File: src/rtl/riscv_pkg.sv
// Shared RISC-V fetch constants: datapath widths, PC step and reset vector.
// Pure definitions; no logic, no latency, no flow control.
// Word alignment helper used on every PC load.
package riscv_pkg;
    localparam int XLEN    = 32;
    localparam int INSTR_W = 32;
    localparam logic [XLEN-1:0] PC_INC           = 32'd4;
    localparam logic [XLEN-1:0] DEFAULT_RESET_PC = 32'h0000_0000;

    function automatic logic [XLEN-1:0] word_align(input logic [XLEN-1:0] a);
        return a & ~32'h3;
    endfunction
endpackage

File: src/rtl/fetch_fifo.sv
// Generic W-bit FIFO of DEPTH slots with flush and occupancy count.
// Head visible combinationally (zero when empty); push and pop may share a cycle.
// Push when full / pop when empty are ignored; the caller owns flow control.
module fetch_fifo #(
    parameter int W     = 32,
    parameter int DEPTH = 2
) (
    input  logic                   clk,
    input  logic                   rst,
    input  logic                   i_clr,
    input  logic                   i_push,
    input  logic [W-1:0]           i_push_dat,
    input  logic                   i_pop,
    output logic [W-1:0]           o_dat,
    output logic [$clog2(DEPTH):0] o_count
);
    localparam int AW = $clog2(DEPTH);

    logic [W-1:0]  r_mem [DEPTH];
    logic [AW-1:0] r_rd;
    logic [AW-1:0] r_wr;
    logic [AW:0]   r_cnt;
    logic          w_push;
    logic          w_pop;

    assign w_pop  = i_pop  && (r_cnt != '0);
    assign w_push = i_push && (r_cnt != (AW+1)'(DEPTH));

    always_ff @(posedge clk) begin
        if (!rst || i_clr) begin
            r_rd  <= '0;
            r_wr  <= '0;
            r_cnt <= '0;
        end else begin
            if (w_push) r_wr <= r_wr + 1'b1;
            if (w_pop)  r_rd <= r_rd + 1'b1;
            r_cnt <= r_cnt + (AW+1)'(w_push) - (AW+1)'(w_pop);
        end
    end

    always_ff @(posedge clk) begin
        if (w_push && !i_clr) r_mem[r_wr] <= i_push_dat;
    end

    assign o_dat   = (r_cnt == '0) ? '0 : r_mem[r_rd];
    assign o_count = r_cnt;
endmodule

File: src/rtl/instr_fetch_unit.sv
// Instruction fetch: credit-limited request issue, PC-tagged in-order response buffer, redirect drain.
// Response to inst_valid in 1 cycle; first request in the cycle after reset release.
// Requests stall while buffer plus in-flight reaches DEPTH; FETCH_PERF_CNT_EN adds perf counters.
module instr_fetch_unit
    import riscv_pkg::*;
#(
    parameter logic [XLEN-1:0] RESET_PC = DEFAULT_RESET_PC,
    parameter int              DEPTH    = 2
) (
    input  logic               clk,
    input  logic               rst,
    input  logic               redirect_valid,
    input  logic [XLEN-1:0]    redirect_pc,
    output logic               imem_req_valid,
    input  logic               imem_req_ready,
    output logic [XLEN-1:0]    imem_req_addr,
    input  logic               imem_resp_valid,
    input  logic [INSTR_W-1:0] imem_resp_data,
    output logic               inst_valid,
    input  logic               inst_ready,
    output logic [INSTR_W-1:0] inst_data,
    output logic [XLEN-1:0]    inst_pc
`ifdef FETCH_PERF_CNT_EN
    ,
    output logic [31:0]        stall_cycles,
    output logic [15:0]        flush_count
`endif
);
    localparam int CW = $clog2(DEPTH) + 1;
    localparam int SW = CW + 1;

    logic [CW-1:0]           w_buf_cnt;
    logic [CW-1:0]           w_tag_cnt;
    logic [CW-1:0]           r_drop_cnt;
    logic [XLEN-1:0]         r_pc;
    logic [XLEN-1:0]         w_tag_head;
    logic [XLEN+INSTR_W-1:0] w_buf_head;
    logic                    r_run;
    logic                    w_pop;
    logic                    w_req_fire;
    logic                    w_resp_keep;
    logic                    w_resp_drop;
    logic [SW-1:0]           w_inflight;
    logic [SW-1:0]           w_used;

    assign inst_valid = (w_buf_cnt != '0);
    assign w_pop      = inst_valid && inst_ready;

    // Dropped requests still hold a credit; a same-cycle pop frees its slot so streaming has no bubble.
    assign w_inflight     = SW'(w_tag_cnt) + SW'(r_drop_cnt);
    assign w_used         = SW'(w_buf_cnt) + w_inflight - SW'(w_pop);
    assign imem_req_valid = r_run && (w_used < SW'(DEPTH));
    assign imem_req_addr  = r_pc;
    assign w_req_fire     = imem_req_valid && imem_req_ready;

    assign w_resp_drop = imem_resp_valid && (r_drop_cnt != '0);
    assign w_resp_keep = imem_resp_valid && (r_drop_cnt == '0) && !redirect_valid;

    fetch_fifo #(.W(XLEN + INSTR_W), .DEPTH(DEPTH)) u_inst_buf (
        .clk        (clk),
        .rst        (rst),
        .i_clr      (redirect_valid),
        .i_push     (w_resp_keep),
        .i_push_dat ({w_tag_head, imem_resp_data}),
        .i_pop      (w_pop),
        .o_dat      (w_buf_head),
        .o_count    (w_buf_cnt)
    );

    fetch_fifo #(.W(XLEN), .DEPTH(DEPTH)) u_pc_tags (
        .clk        (clk),
        .rst        (rst),
        .i_clr      (redirect_valid),
        .i_push     (w_req_fire),
        .i_push_dat (r_pc),
        .i_pop      (w_resp_keep),
        .o_dat      (w_tag_head),
        .o_count    (w_tag_cnt)
    );

    assign {inst_pc, inst_data} = w_buf_head;

    always_ff @(posedge clk) begin
        if (!rst) begin
            r_run      <= 1'b0;
            r_pc       <= word_align(RESET_PC);
            r_drop_cnt <= '0;
        end else begin
            r_run <= 1'b1;
            if (redirect_valid) begin
                r_pc <= word_align(redirect_pc);
                // Everything in flight becomes stale, including a request accepted this cycle.
                r_drop_cnt <= CW'(w_inflight + SW'(w_req_fire) - SW'(imem_resp_valid));
            end else begin
                if (w_req_fire)  r_pc <= r_pc + PC_INC;
                if (w_resp_drop) r_drop_cnt <= r_drop_cnt - 1'b1;
            end
        end
    end

`ifdef FETCH_PERF_CNT_EN
    always_ff @(posedge clk) begin
        if (!rst) begin
            stall_cycles <= '0;
            flush_count  <= '0;
        end else begin
            if (inst_ready && !inst_valid && (stall_cycles != '1)) stall_cycles <= stall_cycles + 1'b1;
            if (redirect_valid && (flush_count != '1))             flush_count  <= flush_count + 1'b1;
        end
    end
`endif
endmodule

File: config.mk
export PLATFORM = sky130hd
export DESIGN_NAME = instr_fetch_unit
export DESIGN_NICKNAME = d
export VERILOG_FILES = /design/src/rtl/riscv_pkg.sv /design/src/rtl/fetch_fifo.sv /design/src/rtl/instr_fetch_unit.sv
export SDC_FILE = /design/constraint.sdc
export NUM_CORES = 1
export LEC_CHECK = 0
export ABC_AREA = 1
export CORE_MARGIN = 2
export CORE_UTILIZATION = 49
export DETAILED_ROUTE_END_ITERATION = 12
export PLACE_DENSITY = 0.77
export SLEW_MARGIN = 20
export SYNTH_ARGS = -nofsm -noshare
export SYNTH_HDL_FRONTEND = slang
export SYNTH_HIERARCHICAL = 1
export SYNTH_SLANG_ARGS = --single-unit
File: constraint.sdc
create_clock -name clk -period 7.7 [get_ports clk]
set_input_delay 1.54 -clock clk [delete_from_list [all_inputs] [get_ports clk]]
set_output_delay 1.54 -clock clk [all_outputs]
set_load 0.01 [all_outputs]
# Yosys cells after proc, flatten, opt, wreduce, memory -nomap -nowiden
# Memory sizes are Yosys's and may differ from the RTL's. A register that Yosys moved wholly into a read port is not among the register bits.
# Index checks and enable logic that the tools add are counted.
# word_totals
reg_bits	43
ram_bits	192
in_bits	70
output_inout_bits	98
elab_cells	70
n_memories	2
# memory_table
memory	depth	width	read_ports	rd_clocked_by_memory_dff	wr	line_no	rtl
u_inst_buf.r_mem	2	64	1	1	1	fetch_fifo.sv:19	logic [W-1:0] r_mem [DEPTH];
u_pc_tags.r_mem	2	32	1	1	1	fetch_fifo.sv:19	
# classes
add_sub_neg	15
n_lt_le_gt_ge	1
eq_ne	2
muxes	15
bitwise	1
n_reduce_logical	24
# op_table
cell	count
2-to-1 mux 32 bit	3
2-to-1 mux 64 bit	1
adder 32 x 3 -> 32 bit, second input constant	1
logical AND 1 bit	12
nonzero test 2 bit	5
2-to-1 mux 1 bit	9
adder 2 x 1 -> 2 bit	3
logical NOT 2 bit	3
subtractor 2 x 1 -> 2 bit	3
adder 1 bit, second input constant	4
2-to-1 mux 2 bit	2
inequality test 2 bit, second input constant	2
adder 2 x 2 -> 3 bit	1
adder 2 x 3 -> 3 bit	1
< comparator 3 x 2 -> 1 bit, second input constant	1
subtractor 3 x 1 -> 3 bit	1
logical NOT 1 bit	2
OR reduction 2 bit	1
subtractor 2 x 1 -> 2 bit, second input constant	1
logical OR 1 bit	1
inverter 1 bit	1

# Logic depth before layout (Yosys ltp)
# depth
ltp_word	10
depth_mapped	21
ltp_nobuf	21

# Hierarchy
# The synthesis kept the hierarchy.
# modules_own_cells
module	instances	cells_each	area_per_inst_um2	seq_area_each_um2
fetch_fifo at u_inst_buf	1	379	5355.1	3943.8
fetch_fifo at u_pc_tags	1	209	2807.7	2021.9
instr_fetch_unit	1	423	2588.7	660.6

# Worst setup path after synthesis
# OpenSTA, ideal clock, no wires.
# synth_timing
kind	input port to flip-flop
start	input redirect_valid
end	memory u_inst_buf/r_mem[0][0] in the netlist's numbering (enable)
setup_ns	0.565
arrival_time_ns	6.702
required_ns	7.135
setup_slack_ns	0.434
stages	5
n_path_buf	2
cell_sequence	buf_2 > buf_2 > nor3_1 > nand2_1 > nor3_1
# synth_between
elab_chain_len	6
# synth_lines
element	line_no	rtl
start: declaration	instr_fetch_unit.sv:12	input logic redirect_valid,
logical NOT 1 bit	instr_fetch_unit.sv:57	assign w_resp_keep = imem_resp_valid && (r_drop_cnt == '0) && !redirect_valid;
logical AND 1 bit	instr_fetch_unit.sv:57	
named net w_resp_keep	instr_fetch_unit.sv:41	logic w_resp_keep;
logical AND 1 bit	fetch_fifo.sv:27	assign w_push = i_push && (r_cnt != (AW+1)'(DEPTH));
logical AND 1 bit	fetch_fifo.sv:42	if (w_push && !i_clr) r_mem[r_wr] <= i_push_dat;
2-to-1 mux 1 bit	fetch_fifo.sv:42	
2-to-1 mux 1 bit (not written as such)	fetch_fifo.sv:42	
end: declaration	fetch_fifo.sv:19	
# The timed path passes the listed nets, and every way through them passes these cells.

# Worst setup path in the final report
# layout_timing
start	input inst_ready
end	output imem_req_valid
# layout_between
elab_chain_len	4
# layout_lines
element	line_no	rtl
start: declaration	instr_fetch_unit.sv:20	input logic inst_ready,
logical AND 1 bit	instr_fetch_unit.sv:47	assign w_pop = inst_valid && inst_ready;
subtractor 3 x 1 -> 3 bit	instr_fetch_unit.sv:51	assign w_used = SW'(w_buf_cnt) + w_inflight - SW'(w_pop);
< comparator 3 x 2 -> 1 bit	instr_fetch_unit.sv:52	assign imem_req_valid = r_run && (w_used < SW'(DEPTH));
logical AND 1 bit	instr_fetch_unit.sv:52	
end: declaration	instr_fetch_unit.sv:14	output logic imem_req_valid,
# Every way passes these cells.

==> run summary <==
peak supply drop - 0.000132 V
R2R Setup Slk - 3.87 ns
total number of vias - 7,489
part of the power in registers - 0.526
Logic pwr share - 0.088
area of the die - 23,100 um^2
WL final - 22.7 mm
layout net count - 1,252
Max Slew Vio Count - 0
CTS tree - done
antenna fix cells - 0
Cell Area, Synth - 10,800 um^2
GR Util All Layers - 0.194
status - complete, no violations
clk_skew - 0.0113 ns
H-tree depth - 1
HP Class - flip-flop to flip-flop
RSZ-0062 raised after global routing - no
post-synth top area cell - edfxtp_1
sequential share of the synthesized area - 0.616
initial antenna violation count - 0
post-cts repair resize count - 0
reg2reg path depth - 18
top post-synthesis cells by area - edfxtp_1 54%, nand2_1 11%, dfxtp_1 8.0%
area post-placement - 12,500 um^2
Hold Buf Count CTS - 0
part of the cycle the worst path needs - 0.688
fin cells - 1,469
worst hold slack - 0.489 ns
pin count of the biggest net entering global routing - 66
number of synthesized register bits - 235
RR Endpoint - u_pc_tags/o_count[1]
register clock-pin slew on the reported worst setup and hold paths - 0.06 ns
Final Setup Violations - 0
dpl cells - 1,425
Mean Syn Cell Area - 10.6 um^2
Max FO, Critical Path - 2
Reg area - 6630 um^2
Pre-antenna DRT Iters - 4
leakage - 0.00470 uW
crit path DAT - 3.76 ns
Sw Ratio - 0.223
clock latency on the worst-skew pair - 0.51 ns
fin area - 13,200 um^2
number of synthesized flops with an enable pin - 192
NetSw - 615 uW
Area Growth Syn to Fin - 22.8%
CP Capture Point - imem_req_valid
Routed Antenna Nets - 0
async set or reset register ratio after synthesis - 0
pwr dens - 209 nW/um^2
Placer Congestion - 0.920
critical path class - primary input to primary output
post-route worst setup slack - 2.40 ns
total CTS buffers - 24
fmax - 0.189 GHz
layout cells sized above 1 - 0.143
Mapped Cells - 1,011
I/O Buffers - 163
crit end category - primary output
clock sinks - 235
unique cell type count in the Yosys netlist - 36
DP HPWL - 14.9 mm
Clock Power Share - 0.386
setup TNS - 0 ns
post-CTS setup repair buffer count - 0
IO Pins - 168
Worst slew margin - 0.359
Max-cap violations - 0
Most used DFF post-synth - edfxtp_1
clk buf depth - 3
Root Driver - clkbuf_16
wire per inst - 15.4 um
Die W - 152 um
Internal Power - 2140 uW
Hold Violations, Final - 0
yosys warns - 6
filler cell count - 1,737
First DRT Iteration DRCs - 482
dpl ws - 2.36 ns
Vias/cell - 5.10
Critical Path RT - 6.16 ns
Core Area - 21,700 um^2
num rows - 54
Worst-Margin Slew - 0.959 ns
number of global-route vias before repair - 7,109
top-area cell type share of the netlist area - 0.536
fin crit period - 5.30 ns
area of the multi-input gates - 3490 um^2
total grt overflow - 0
CP Launch Type - primary input
Starting Density - 0.496
# DRC - 0
first-pass GRT wire length - 36.6 mm
crit path from - inst_ready
die height - 152 um
R2R Path Start - u_pc_tags/o_count[0]
[per-layer routing]
metal,vias to the layer above,global-route usage,wire [um]
li1,3688,-,-
met1,3489,0.275,10200
met2,272,0.317,10500
met3,40,0.0279,1460
met4,0,0.0543,475
met5,-,0,0
[worst max-delay path, cell delays in order]
cell,delay (ns)
clkdlybuf4s50_1,0.46
nand2_1,0.07
nor2_1,0.17
o21ai_0,0.15
fa_1,0.40
inv_1,0.07
nand2_1,0.06
nand3_1,0.16
nand3_1,0.09
inv_1,0.06
clkdlybuf4s50_1,0.53
[power groups by stage]
stage	Combinational (uW)	Sequential [uW]	Clock, uW
after floorplan	134	1470	0
after global placement	233	1470	0
after detailed placement	241	1480	0
after CTS	243	1450	1090
after global routing	266	1450	1140
final	241	1450	1060
[cell usage after synthesis, types with 4 or more instances]
cell and count:
nor2_4 8, buf_6 6, clkbuf_1 4, xnor2_1 6
edfxtp_1 192, a21oi_1 28, nor2_2 9, nand3_1 51
buf_12 7, nor3_1 8, ha_1 9, o21ai_0 18
dfxtp_1 43, a21oi_2 90, nand2_1 322, buf_2 10
xor2_1 13, inv_1 71, nor2_1 73, buf_4 15
nand2_2 8
[placed cells by master, fill, tap and decap left out, types with 8 or more instances in the layout]
cell / synthesis / routed
nor2_1: 73 / 71
edfxtp_1: 192 / 192
xor2_1: 13 / 13
inv_1: 71 / 71
buf_4: 15 / 10
nand3_1: 51 / 51
clkdlybuf4s50_1: 0 / 163
o21ai_0: 18 / 18
a21oi_2: 90 / 90
nand2_2: 8 / 8
clkbuf_1: 4 / 8
clkbuf_16: 0 / 25
a21oi_1: 28 / 28
nor2_4: 8 / 10
ha_1: 9 / 9
nand2_1: 322 / 322
dfxtp_1: 43 / 42
nor2_2: 9 / 9
[worst min-delay path by stage]
stage,endpoint,depth (start not counted),slack [ns],from
after CTS,r_drop_cnt[1],2,0.49,r_drop_cnt[1]
after global routing,r_drop_cnt[1],2,0.52,r_drop_cnt[1]
final,r_drop_cnt[1],2,0.49,r_drop_cnt[1]
after floorplan,r_drop_cnt[1],2,0.46,r_drop_cnt[1]
after global placement,r_drop_cnt[1],2,0.47,r_drop_cnt[1]
after detailed placement,r_drop_cnt[1],2,0.48,r_drop_cnt[1]
[cells by family after synthesis]
family,Yosys count,synth area share
AOI/OAI and AO/OA,137,0.0955
xor gates and xnor gates,19,0.0155
adders and majority gates,11,0.0142
buffers and inverters,118,0.0635
DFF,235,0.616
other,1,0.000349
and+or+nand+nor,490,0.195
[per-stage QoR]
stage          total power, uW  utilization
6_report                  2750        0.609
5_1_grt                   2860        0.609
4_1_cts                   2780        0.609
3_5_place_dp              1720        0.575
3_3_place_gp              1710        0.574
2_1_floorplan             1600            -
[cell type report]
type | instances | area share
multi-input combinational | 663 | 0.264
sequential | 235 | 0.502
timing repair buffer | 174 | 0.131
clock inverter | 9 | 0.00341
inverter | 73 | 0.0211
tap | 280 | 0.0265
clock buffer | 35 | 0.0518
[sequential cells by signal, summed over array words and instances (netlist names), named ones only]
name,flops
r_drop_cnt,2
u_inst_buf/r_rd,1
u_inst_buf/r_mem,128
u_pc_tags/r_wr,1
u_pc_tags/r_rd,1
u_inst_buf/r_wr,1
imem_req_addr,30
r_run,1
u_pc_tags/o_count,2
u_inst_buf/o_count,2
u_pc_tags/r_mem,64
No activity file was read; power rests on OpenSTA's default activity.
